## src/rtl/fixedpoint_pkg.sv

```systemverilog
// Shared Q-format constants and state encoding for the fixed-point
// multiply/divide pair.
package fixedpoint_pkg;

   // Data width shared by every data port of both blocks.
   localparam int W  = 8;

   // Divider formats: Q6.2 dividend / Q3.5 divisor -> Q3.5 quotient.
   localparam int FI = 2;
   localparam int FD = 5;
   localparam int FQ = 5;

   // The pre-shift aligns the dividend so the integer quotient lands in Q3.5.
   // N is the step count; it includes one extra bit used for rounding.
   localparam int S     = FQ + FD - FI;
   localparam int N     = W + S + 1;
   localparam int CNT_W = $clog2(N);

   // Multiplier formats: Q3.5 x Q3.5 -> Q6.2.
   localparam int MUL_W  = W;
   localparam int MUL_FA = 5;
   localparam int MUL_FB = 5;
   localparam int MUL_FP = 2;

   // Value driven on saturation and on divide-by-zero.
   localparam logic [W-1:0] SAT = {W{1'b1}};

   typedef enum logic [1:0] {
      IDLE = 2'd0,
      CALC = 2'd1,
      DONE = 2'd2
   } state_e;

endpackage

```

## src/rtl/fixedpoint_div_step.sv

```systemverilog
// One restoring-division step: shift the next numerator bit into the
// remainder and subtract the divisor when it fits.
module fixedpoint_div_step
   import fixedpoint_pkg::*;
(
   input  logic [W:0]   rem_i,
   input  logic         bit_i,
   input  logic [W-1:0] div_i,
   output logic [W:0]   rem_o,
   output logic         q_o
);

   logic [W+1:0] wide;
   logic [W+1:0] div_ext;

   // Compare and conditionally subtract at full width so nothing is lost.
   always_comb begin
      wide    = {rem_i, bit_i};
      div_ext = {2'b00, div_i};
      q_o     = (wide >= div_ext);
      // The remainder after a step is always below the divisor, so it fits
      // back into W+1 bits.
      rem_o   = q_o ? (W+1)'(wide - div_ext) : wide[W:0];
   end

endmodule

```

## src/rtl/fixedpoint_div.sv

```systemverilog
// Sequential unsigned Q6.2 / Q3.5 -> Q3.5 divider with rounding, saturation
// and a start/busy/done handshake.
module fixedpoint_div
   import fixedpoint_pkg::*;
(
   input  logic         clk,
   input  logic         rst,
   input  logic         start,
   input  logic [W-1:0] in1,
   input  logic [W-1:0] in2,
   output logic [W-1:0] out,
   output logic         busy,
   output logic         done,
   output logic         ovf,
   output logic         dz
);

   state_e             state_q, state_d;
   logic [N-1:0]       num_q,   num_d;
   logic [W-1:0]       div_q,   div_d;
   logic [W:0]         rem_q,   rem_d;
   logic [N-1:0]       quo_q,   quo_d;
   logic [CNT_W-1:0]   cnt_q,   cnt_d;
   logic [W-1:0]       out_q,   out_d;
   logic               busy_q,  busy_d;
   logic               done_q,  done_d;
   logic               ovf_q,   ovf_d;
   logic               dz_q,    dz_d;

   logic [W:0]         step_rem;
   logic               step_q;
   logic [N-2:0]       rounded;

   fixedpoint_div_step u_step (
      .rem_i (rem_q),
      .bit_i (num_q[N-1]),
      .div_i (div_q),
      .rem_o (step_rem),
      .q_o   (step_q)
   );

   // Round half-up by adding one at the extra quotient bit and dropping it.
   assign rounded = (N-1)'(({1'b0, quo_q} + (N+1)'(1)) >> 1);

   // Next-state, datapath and output logic of the handshake FSM.
   always_comb begin
      // NOTE: every variable gets a default first so no path leaves one
      // unassigned, which would otherwise infer a latch.
      state_d = state_q;
      num_d   = num_q;
      div_d   = div_q;
      rem_d   = rem_q;
      quo_d   = quo_q;
      cnt_d   = cnt_q;
      out_d   = out_q;
      busy_d  = busy_q;
      done_d  = 1'b0;
      ovf_d   = ovf_q;
      dz_d    = dz_q;

      unique case (state_q)
         IDLE: begin
            if (start) begin
               num_d   = {in1, {(S+1){1'b0}}};
               div_d   = in2;
               rem_d   = '0;
               quo_d   = '0;
               cnt_d   = '0;
               busy_d  = 1'b1;
               ovf_d   = 1'b0;
               dz_d    = 1'b0;
               state_d = (in2 == '0) ? DONE : CALC;
            end
         end
         CALC: begin
            num_d = {num_q[N-2:0], 1'b0};
            rem_d = step_rem;
            quo_d = {quo_q[N-2:0], step_q};
            cnt_d = cnt_q + CNT_W'(1);
            if (cnt_q == CNT_W'(N-1)) begin
               state_d = DONE;
            end
         end
         DONE: begin
            if (div_q == '0) begin
               out_d = SAT;
               ovf_d = 1'b0;
               dz_d  = 1'b1;
            end else if (rounded > (N-1)'(SAT)) begin
               out_d = SAT;
               ovf_d = 1'b1;
               dz_d  = 1'b0;
            end else begin
               out_d = rounded[W-1:0];
               ovf_d = 1'b0;
               dz_d  = 1'b0;
            end
            done_d  = 1'b1;
            busy_d  = 1'b0;
            state_d = IDLE;
         end
         default: begin
            state_d = IDLE;
         end
      endcase
   end

   // State and datapath registers; everything is cleared on reset.
   always_ff @(posedge clk or posedge rst) begin
      if (rst) begin
         state_q <= IDLE;
         num_q   <= '0;
         div_q   <= '0;
         rem_q   <= '0;
         quo_q   <= '0;
         cnt_q   <= '0;
         out_q   <= '0;
         busy_q  <= 1'b0;
         done_q  <= 1'b0;
         ovf_q   <= 1'b0;
         dz_q    <= 1'b0;
      end else begin
         // NOTE: non-blocking assignments so every register samples the
         // pre-edge values, independent of statement order.
         state_q <= state_d;
         num_q   <= num_d;
         div_q   <= div_d;
         rem_q   <= rem_d;
         quo_q   <= quo_d;
         cnt_q   <= cnt_d;
         out_q   <= out_d;
         busy_q  <= busy_d;
         done_q  <= done_d;
         ovf_q   <= ovf_d;
         dz_q    <= dz_d;
      end
   end

   assign out  = out_q;
   assign busy = busy_q;
   assign done = done_q;
   assign ovf  = ovf_q;
   assign dz   = dz_q;

endmodule

```

## config.mk

```make
export PLATFORM = sky130hd
export DESIGN_NAME = fixedpoint_div
export DESIGN_NICKNAME = d
export VERILOG_FILES = /design/src/rtl/fixedpoint_pkg.sv /design/src/rtl/fixedpoint_div_step.sv /design/src/rtl/fixedpoint_div.sv
export SDC_FILE = /design/constraint.sdc
export NUM_CORES = 1
export LEC_CHECK = 0
export BUFFER_PORTS_ARGS = -buffer_cell sky130_fd_sc_hd__buf_2
export CAP_MARGIN = 0
export CORE_UTILIZATION = 45
export DETAILED_ROUTE_END_ITERATION = 10
export HOLD_SLACK_MARGIN = 0.02
export MAX_ROUTING_LAYER = met4
export PLACE_DENSITY_LB_ADDON = 0.15
export REMOVE_ABC_BUFFERS = 1
export SLEW_MARGIN = 20
export SYNTH_ARGS = -nofsm -noshare
export SYNTH_HDL_FRONTEND = slang
export SYNTH_SLANG_ARGS = --single-unit
```

## constraint.sdc

```tcl
create_clock -name clk -period 2.1 [get_ports clk]
set_input_delay 0.315 -clock clk [delete_from_list [all_inputs] [get_ports clk]]
set_output_delay 0.315 -clock clk [all_outputs]
set_load 0.01 [all_outputs]
```

## Word level (Yosys, flattened, before mapping)

Index checks and enable logic that the tools add are counted.
W data, S select, Z words.

| storage, ports and cells | value |
|---|---|
| bits in registers | 70 |
| output and inout bits | 12 |
| word-level logic and storage cells | 54 |

| cells by class | value |
|---|---|
| add/sub/neg operators | 3 |
| magnitude comparators | 2 |
| eq/ne operators | 5 |
| mux-type cells | 24 |
| reductions and logical operators | 9 |

Operators with widths:

| kind | count |
|---|---|
| $pmux W17 S2 | 2 |
| $mux W17 | 2 |
| $mux W9 | 2 |
| $pmux W9 S2 | 1 |
| $add A17 B1 Y17 const B | 1 |
| $gt A16 B8 Y1 const B | 1 |
| $logic_not A8 Y1 | 2 |
| $mux W8 | 2 |
| $ge A10 B8 Y1 | 1 |
| $pmux W5 S2 | 1 |
| $sub A9 B8 Y9 | 1 |
| $reduce_and A2 Y1 | 4 |
| $mux W1 | 6 |
| $mux W2 | 3 |
| $pmux W1 S2 | 3 |
| $add A5 B1 Y5 const B | 1 |
| $eq A5 B5 Y1 const B | 1 |
| $mux W5 | 1 |
| $ne A2 B2 Y1 const B | 2 |
| $pmux W2 S2 | 1 |
| $reduce_bool A2 Y1 | 2 |
| $eq A2 B1 Y1 const B | 1 |
| $eq A2 B2 Y1 const B | 1 |
| $logic_not A2 Y1 | 1 |

## Depth between registers and ports, before layout

Gate-level depths: netlist of run 1.

| logic depth | value |
|---|---|
| word-level depth | 5 |
| depth in mapped cells | 10 |
| gate-level depth less buffers | 9 |

## By module

From an unflattened synthesis of run 1, not the netlist that was laid out.

| unflattened totals | value |
|---|---|
| cells, all modules | 289 |
| area, all modules | 3083.0 um^2 |

By module, submodules not included:

| module | times used | cells each | area an instance (um^2) |
|---|---|---|---|
| fixedpoint_div | 1 | 214 | 2560.0 |
| fixedpoint_div_step | 1 | 75 | 523.0 |

## Least setup slack after synthesis of run 1

No wires, ideal clock.

| timing path | value |
|---|---|
| kind | reg2reg |
| from | reg div_q[0] |
| to | reg rem_q[7] |
| setup time | 0.132 ns |
| arrival | 2.076 ns |
| required time | 1.968 ns |
| path slack | -0.108 ns |
| cell stages (with the launch flop) | 10 |
| cells stage by stage | dfrtp_1 -> ha_1 -> fa_1 -> nor2b_1 -> o21ai_0 -> a21oi_1 -> nor4_4 -> buf_2 -> a32oi_1 -> o31ai_1 |

| on the way | value |
|---|---|
| cells in the longest elaborated chain, start to end | 3 |
| elaborated cells between the ends (all ways) | 4 |

RTL lines:

| item | line | RTL |
|---|---|---|
| start: declaration | fixedpoint_div.sv:20 | `logic [W-1:0] div_q, div_d;` |
| start signal: assignment | fixedpoint_div.sv:127 | `div_q <= div_d;` |
| $sub A9 B8 Y9 / $ge A10 B8 Y1 (equally long branches) | fixedpoint_div_step.sv:23, fixedpoint_div_step.sv:20 |  |
| $mux W9 (*) | fixedpoint_div_step.sv:23 | `rem_o = q_o ? (W+1)'(wide - div_ext) : wide[W:0];` |
| $pmux W9 S2 (*) | fixedpoint_div.sv:61 | `unique case (state_q)` |
| end signal: assignment | fixedpoint_div.sv:128 | `rem_q <= rem_d;` |
| end: declaration | fixedpoint_div.sv:21 | `logic [W:0] rem_q, rem_d;` |

Mark *: on every way between the ends. The rest lies on a longest branch, timed or not.
A chain may end at the register's enable or synchronous reset.

## Worst setup path in the final report of run 1

| timing path | value |
|---|---|
| from | reg div_q[2] |
| to | reg rem_q[7] |

Same word-level chain as after synthesis.

==> impl_metrics.py, run 1 <==
metrics = {
    "logic_synthesis": {
        "yosysTopAreaCell": "dfrtp_1",
        "synthMostInstantiatedCell": "dfrtp_1",
        "ys_top_cells_by_area": "dfrtp_1, o21ai_0, a22o_1, ha_1, mux2i_1",
        "post_synth.cell_area_avg_sq_um": 10.0,
        "yosys.area.top_type_share_pct": 48.4,
        "postSynthCellCount": 315,
        "synth_edf_count": 0,
        "netlist_area_sq_um": 3160,
        "ys_ff_latch": 61,
        "ys_dominant_reg_cell": "dfrtp_1",
        "synth_async_sr_flop_share_pct": 100,
        "synth_commonest_cells": "dfrtp_1, nand2_1, o21ai_0",
        "yosys_warnings": 0,
        "ys_seq_area_share_pct": 48.4,
        "yosysUniqueCellTypes": 47,
    },
    "grt": {
        "antenna_found_initial": 0,
        "gr-usage-all-layers_pct": 21.6,
        "grt_max_degree": 46,
        "grt_overflow_total": 0,
        "grt_pass1_vias": 2457,
        "grt_first_pass_wirelength_mm": 12.0,
    },
    "worst_setup_path": {
        "worst-path-max-fanout": 3,
        "cp_endpoint_kind": "flop",
        "worstPathArrival_ps": 2350,
        "slowest_stage": "or4_1",
        "crit_path_frequent_cell": "and3_4",
        "timing.critical_path.cells": "inv_2 -> ha_4 -> buf_6 -> and3_4 -> a221o_1 -> or4_1 -> and3_4 -> o31ai_2",
        "setup.worst_path.class": "flop to flop",
        "required_ps": 2360,
        "kind_of_start_point_of_the_critical_path": "flop",
        "cp_slowest_stage_delay_ps": 400,
    },
    "final_layout": {
        "finalCoreUtilization_pct": 60.6,
        "multi_input_area_sq_um": 1640,
        "layout_filler_cell_count": 570,
        "ff_latch_area_sq_um": 1530,
        "antenna-diode-count": 0,
        "drive_gt1_share_pct": 31.7,
        "synthToLayoutAreaGrowth_pct": 30.5,
        "layout.nets": 420,
    },
    "route": {
        "vias": 2681,
        "via_per_inst": 5.47,
        "detailedRoute.firstPassIterationCount": 4,
        "wl_per_instance_microns": 15.2,
        "wire_length_reported_by_the_detailed_router_mm": 7.47,
        "remaining_drc_errors": 0,
        "dr.first_iter.drc_count": 171,
        "ant_nets": 0,
    },
    "die": {
        "fp.dieH_microns": 85.7,
        "placementRows": 30,
        "core-area_sq_um": 6790,
        "initial_utilization_pct": 46.4,
        "die_x_microns": 85.7,
        "dieArea_sq_um": 7350,
        "floorplan.io_pins": 31,
    },
    "clock_network": {
        "clkTransAtPathRegs_ps": 70,
        "clock_sink_count": 61,
        "clk_path_buf_depth": 2,
        "cts-buffers-inserted": 9,
        "cts_tree": "yes",
        "cts-root-buf": "clkbuf_8",
        "insertion_delay_ps": 350,
        "h_tree_depth": 3,
    },
    "timing": {
        "timing_worst_slew_pin_value_ps": 650,
        "fin_hold_ws_ps": 181,
        "hold_viol": 0,
        "slew_headroom_pct": 56.7,
        "min_period_over_period_pct": 99.2,
        "clock-skew-final_ps": 9.37,
        "report.final.slew_viol_count": 0,
        "final.min_clock_period_ps": 2080,
        "finalSetupViolations": 0,
        "grt_setup_unrepaired": "yes",
        "fmaxAchievable_mhz": 480,
    },
    "hold_path": {
        "worst_min_delay_path_class": "primary input to flop",
    },
    "place": {
        "portBuffers": 30,
        "gp_congestion": 0.827,
        "post-dp-hpwl_mm": 4.83,
    },
    "run_status": {
        "outcome": "finished, final reports clean",
    },
    "power": {
        "power.leakage_nw": 1.91,
        "power_density_nw_per_um2": 1700,
        "peak_supply_drop_v": 0.000549,
    },
    "run": {
        "max_cap_violations": 0,
    },
}
[state kept, by name (all words and copies together), names as in the netlist]
| name | count |
|---|---|
| busy | 1 |
| out | 8 |
| div_q | 8 |
| rem_q | 9 |
| cnt_q | 5 |
| ovf | 1 |
| state_q | 2 |
| num_q | 8 |
| done | 1 |
| quo_q | 17 |
| dz | 1 |
[power by group]
group          total, mW  internal (mW)  switching (mW)
clock               1.18          0.673           0.506
combinational       3.82           1.91            1.91
sequential          2.00           1.63           0.373
total               7.00           4.21            2.79
[cell usage in the layout (no fill, tap or decap), types with 4 or more instances in the layout]
cell,synthesis,final
buf_6,1,4
xnor2_1,6,6
buf_4,0,41
nor4_1,5,5
nand4_1,7,7
a21oi_1,10,9
mux2i_1,12,12
nand3_1,10,10
xor2_1,6,6
o21ai_0,29,25
dfrtp_1,61,61
inv_1,17,14
clkbuf_8,0,9
buf_2,1,31
a31oi_1,9,9
a22o_1,16,16
inv_2,1,4
ha_1,11,6
nand2_1,31,31
nor2_1,19,19
ha_4,0,4
and3_4,1,4
[layout make-up]
class,instances,share of cell area (%)
clock buffers,9,3.01
clock inverters,7,2.40
repair buffers,78,13.1
multi-input cells,221,39.9
flip-flops and latches,61,37.1
well taps,96,2.92
inverters,18,1.64
[layer usage]
| layer | global-route usage (%) | up-vias | part of all wire (%) |
|---|---|---|---|
| met5 | - | - | 0 |
| li1 | - | 1301 | - |
| met1 | 31.1 | 1301 | 51 |
| met3 | 5.39 | 9 | 5.0 |
| met2 | 30.1 | 70 | 43 |
| met4 | 5.91 | 0 | 1.0 |
[through the flow]
stage          worst slack, ps  instance area (sq um)  total power [mW]  cells  setup TNS [ps]
5_1_grt                  -40.8                   4120              7.48    490            -122
4_1_cts                  -7.44                   4000              6.66    485           -11.7
6_report                  16.7                   4120              7.00    490               0
3_5_place_dp              -228                   3650              5.11    461           -1470
2_1_floorplan             -256                   3090              3.89    299           -6620
3_3_place_gp              -132                   3650              5.04    461            -775
[worst max-delay path, delay by kind of cell, from the launching register on]
kind                     cells  cell delay [ps]
AO/OA/AOI/OAI                2              490
adder cells (fa/ha/maj)      1              210
buffers and inverters        2              200
flip-flops                   1              380
AND/OR/NAND/NOR              3              720
[what timing repair did]
action,CTS,global route
buffers inserted,6,4
cloned,1,1
pin swaps,3,8
setup endpoints to repair,10,16
hold buffers,1,0
hold endpoints to repair,15,0
gates resized for setup,14,22
[final timing paths]
path                       startpoint        to  slack (ps)  depth (start not counted)
min                            in1[0]  num_q[9]         180                          2
min reg2reg                  cnt_q[4]  cnt_q[4]         480                          1
max                          div_q[2]  rem_q[7]          20                          8
max in group asynchronous         rst  cnt_q[2]         980                          4
min in group asynchronous         rst    out[7]         490                          3
max reg2reg                  div_q[2]  rem_q[7]          20                          8
[cells by family after synthesis]
family | share of synthesized area (%)
xor+xnor | 3.33
compound gates | 19.1
fa+ha+maj | 5.00
mux | 4.16
simple gates | 15.7
flops | 48.4
buf+inv | 4.36
Power figures use the tool's default switching activity.
==> run 2: changes to the inputs <==
==> constraint.sdc (replaced) <==
create_clock -name clk -period 2 [get_ports clk]
set_input_delay 0.3 -clock clk [delete_from_list [all_inputs] [get_ports clk]]
set_output_delay 0.3 -clock clk [all_outputs]
set_load 0.01 [all_outputs]
==> impl_metrics.py, run 2 (same netlist as run 1, synthesis figures left out) <==
metrics = {
    "run_status": {
        "outcome": "complete, but fails checks",
        "failed_checks": "negative setup slack",
    },
    "place": {
        "post-dp-hpwl_mm": 4.78,
        "placement.setup.worst_slack_ps": -366,
        "gp_congestion": 0.794,
        "dp_cells": 466,
        "portBuffers": 30,
    },
    "worst_setup_path": {
        "worst_path_dominant_cell_family": "simple AND/OR/NAND/NOR gates",
        "cp_endpoint_kind": "flop",
        "crit-reg2reg-launch": "div_q[3]",
        "setup.worst_path.class": "flop to flop",
        "worstPathArrival_ps": 2390,
        "reg2reg_setup_slack_ps": -150,
        "crit_path_frequent_cell": "and3_4",
        "kind_of_start_point_of_the_critical_path": "flop",
        "required_ps": 2240,
        "critical_path.reg2reg.endpoint": "rem_q[7]",
        "worst_r2r_path_depth": 7,
        "slowest_stage": "or4_1",
        "worst-path-max-fanout": 5,
        "critPathBufInv": 1,
        "timing.critical_path.cells": "inv_1 -> ha_4 -> and3_4 -> a221o_1 -> or4_1 -> and3_4 -> o31ai_2",
        "cp_slowest_stage_delay_ps": 410,
    },
    "route": {
        "ant_nets": 0,
        "wire_length_reported_by_the_detailed_router_mm": 7.70,
        "vias": 2663,
        "remaining_drc_errors": 0,
        "dr.first_iter.drc_count": 113,
        "detailedRoute.firstPassIterationCount": 4,
        "via_per_inst": 5.35,
        "wl_per_instance_microns": 15.5,
    },
    "grt": {
        "gr-usage-all-layers_pct": 22.9,
        "use_met1_pct": 31.4,
        "grt_overflow_total": 0,
        "m2_gr_usage_pct": 33.1,
        "grtUsageMet3_pct": 4.33,
        "grt_first_pass_wirelength_mm": 12.5,
        "grt_pass1_vias": 2605,
        "antenna_found_initial": 0,
        "grt-busiest-layer": "met2",
        "grt_max_degree": 46,
    },
    "power": {
        "peak_supply_drop_v": 0.000688,
        "power.leakage_nw": 1.96,
        "power_density_nw_per_um2": 1820,
        "overall_power_of_the_completed_layout_mw": 7.77,
    },
    "final_layout": {
        "drive_gt1_share_pct": 36.3,
        "layout_commonest_cell": "dfrtp_1",
        "finalCoreUtilization_pct": 62.9,
        "synthToLayoutAreaGrowth_pct": 35.5,
        "final-instance-count-excl-fill": 498,
        "largestRegisters": "quo_q: 17 flops, rem_q: 9 flops",
        "layout_filler_cell_count": 579,
        "largest-register": "quo_q",
        "layout.cells.most_common_list": "dfrtp_1, buf_4, nand2_1",
        "layout.nets": 428,
        "antenna-diode-count": 0,
        "number_of_flip_flops_in_the_largest_register": 17,
    },
    "timing": {
        "grt_setup_unrepaired": "yes",
        "clock-skew-final_ps": 9.67,
        "fmaxAchievable_mhz": 466,
        "min_period_over_period_pct": 107,
        "final.min_clock_period_ps": 2150,
        "report.final.slew_viol_count": 0,
        "slew_headroom_pct": 57.2,
        "finalWorstSetupSlack_ps": -147,
        "fin_hold_ws_ps": 172,
        "hold_viol": 0,
        "finalSetupViolations": 7,
        "timing_worst_slew_pin_value_ps": 641,
    },
    "clock_network": {
        "clkTransAtPathRegs_ps": 70,
        "cts_tree": "yes",
        "h_tree_depth": 3,
        "insertion_delay_ps": 340,
        "clock_sink_count": 61,
        "clk_path_buf_depth": 2,
        "cts-buffers-inserted": 9,
        "cts-root-buf": "clkbuf_8",
    },
    "hold_path": {
        "whs_endpoint": "num_q[9]",
        "worst_min_delay_path_class": "primary input to flop",
        "hold_path_cell_cnt": 2,
        "timing.hold.worst.start": "in1[0]",
    },
    "run": {
        "max_cap_violations": 0,
    },
    "die": {
        "die_x_microns": 85.7,
        "dieArea_sq_um": 7350,
        "placementRows": 30,
        "fp.dieH_microns": 85.7,
        "initial_utilization_pct": 46.4,
        "floorplan.io_pins": 31,
        "core-area_sq_um": 6790,
    },
}
## run 2: worst max-delay path by stage
stage                          start        end  slack [ps]  cells after the start
after global placement     num_q[16]   rem_q[5]        -320                      9
after detailed placement   num_q[16]   rem_q[5]        -370                      9
final                       div_q[3]   rem_q[7]        -150                      7
after global routing        div_q[3]   rem_q[7]        -190                      7
after floorplan           state_q[0]  num_q[10]        -360                      2
after CTS                   rem_q[1]   rem_q[7]        -190                      7
## run 2: timing repair
action | CTS | global route
gates cloned | 2 | 0
endpoints found under the setup margin | 17 | 19
gates resized for setup | 29 | 28
hold buffers | 1 | 0
hold endpoints to repair | 17 | 0
pin swaps | 18 | 12
buffers inserted | 8 | 8
## run 2: metal layers
layer / up-vias / share of wire (%)
li1: 1330 / -
met1: 1251 / 50
met2: 65 / 44
met3: 17 / 3.4
met4: 0 / 2.1
met5: - / 0
## run 2: final cells by class
class                           count  area [sq um]  area share [%]
Timing Repair Buffer               86           613            14.3
Multi-Input combinational cell    221          1720            40.3
Inverter                           18          67.6            1.58
Tap cell                           96           120            2.81
Clock inverter                      6          86.3            2.02
Clock buffer                       10           138            3.22
Sequential cell                    61          1530            35.7
## run 2: worst reg2reg max path: stages (launching register included)
cell and delay, ps:
dfrtp_1 390, inv_1 130, ha_4 240, and3_4 170, a221o_1 370, or4_1 410, and3_4 160, o31ai_2 180
## run 2: report_power, final
| group | internal, mW | switching, mW | leakage [nW] |
|---|---|---|---|
| combinational | 2.25 | 2.18 | 1.06 |
| clock | 0.733 | 0.514 | 0.112 |
| sequential | 1.71 | 0.385 | 0.783 |
## run 2: per-stage QoR
step | setup TNS (ps) | cell area (sq um)
CTS | -233 | 4140
finish | -333 | 4280
detailed placement | -3080 | 3700
global route | -2180 | 4280
global placement | -2650 | 3700
floorplan | -10860 | 3090
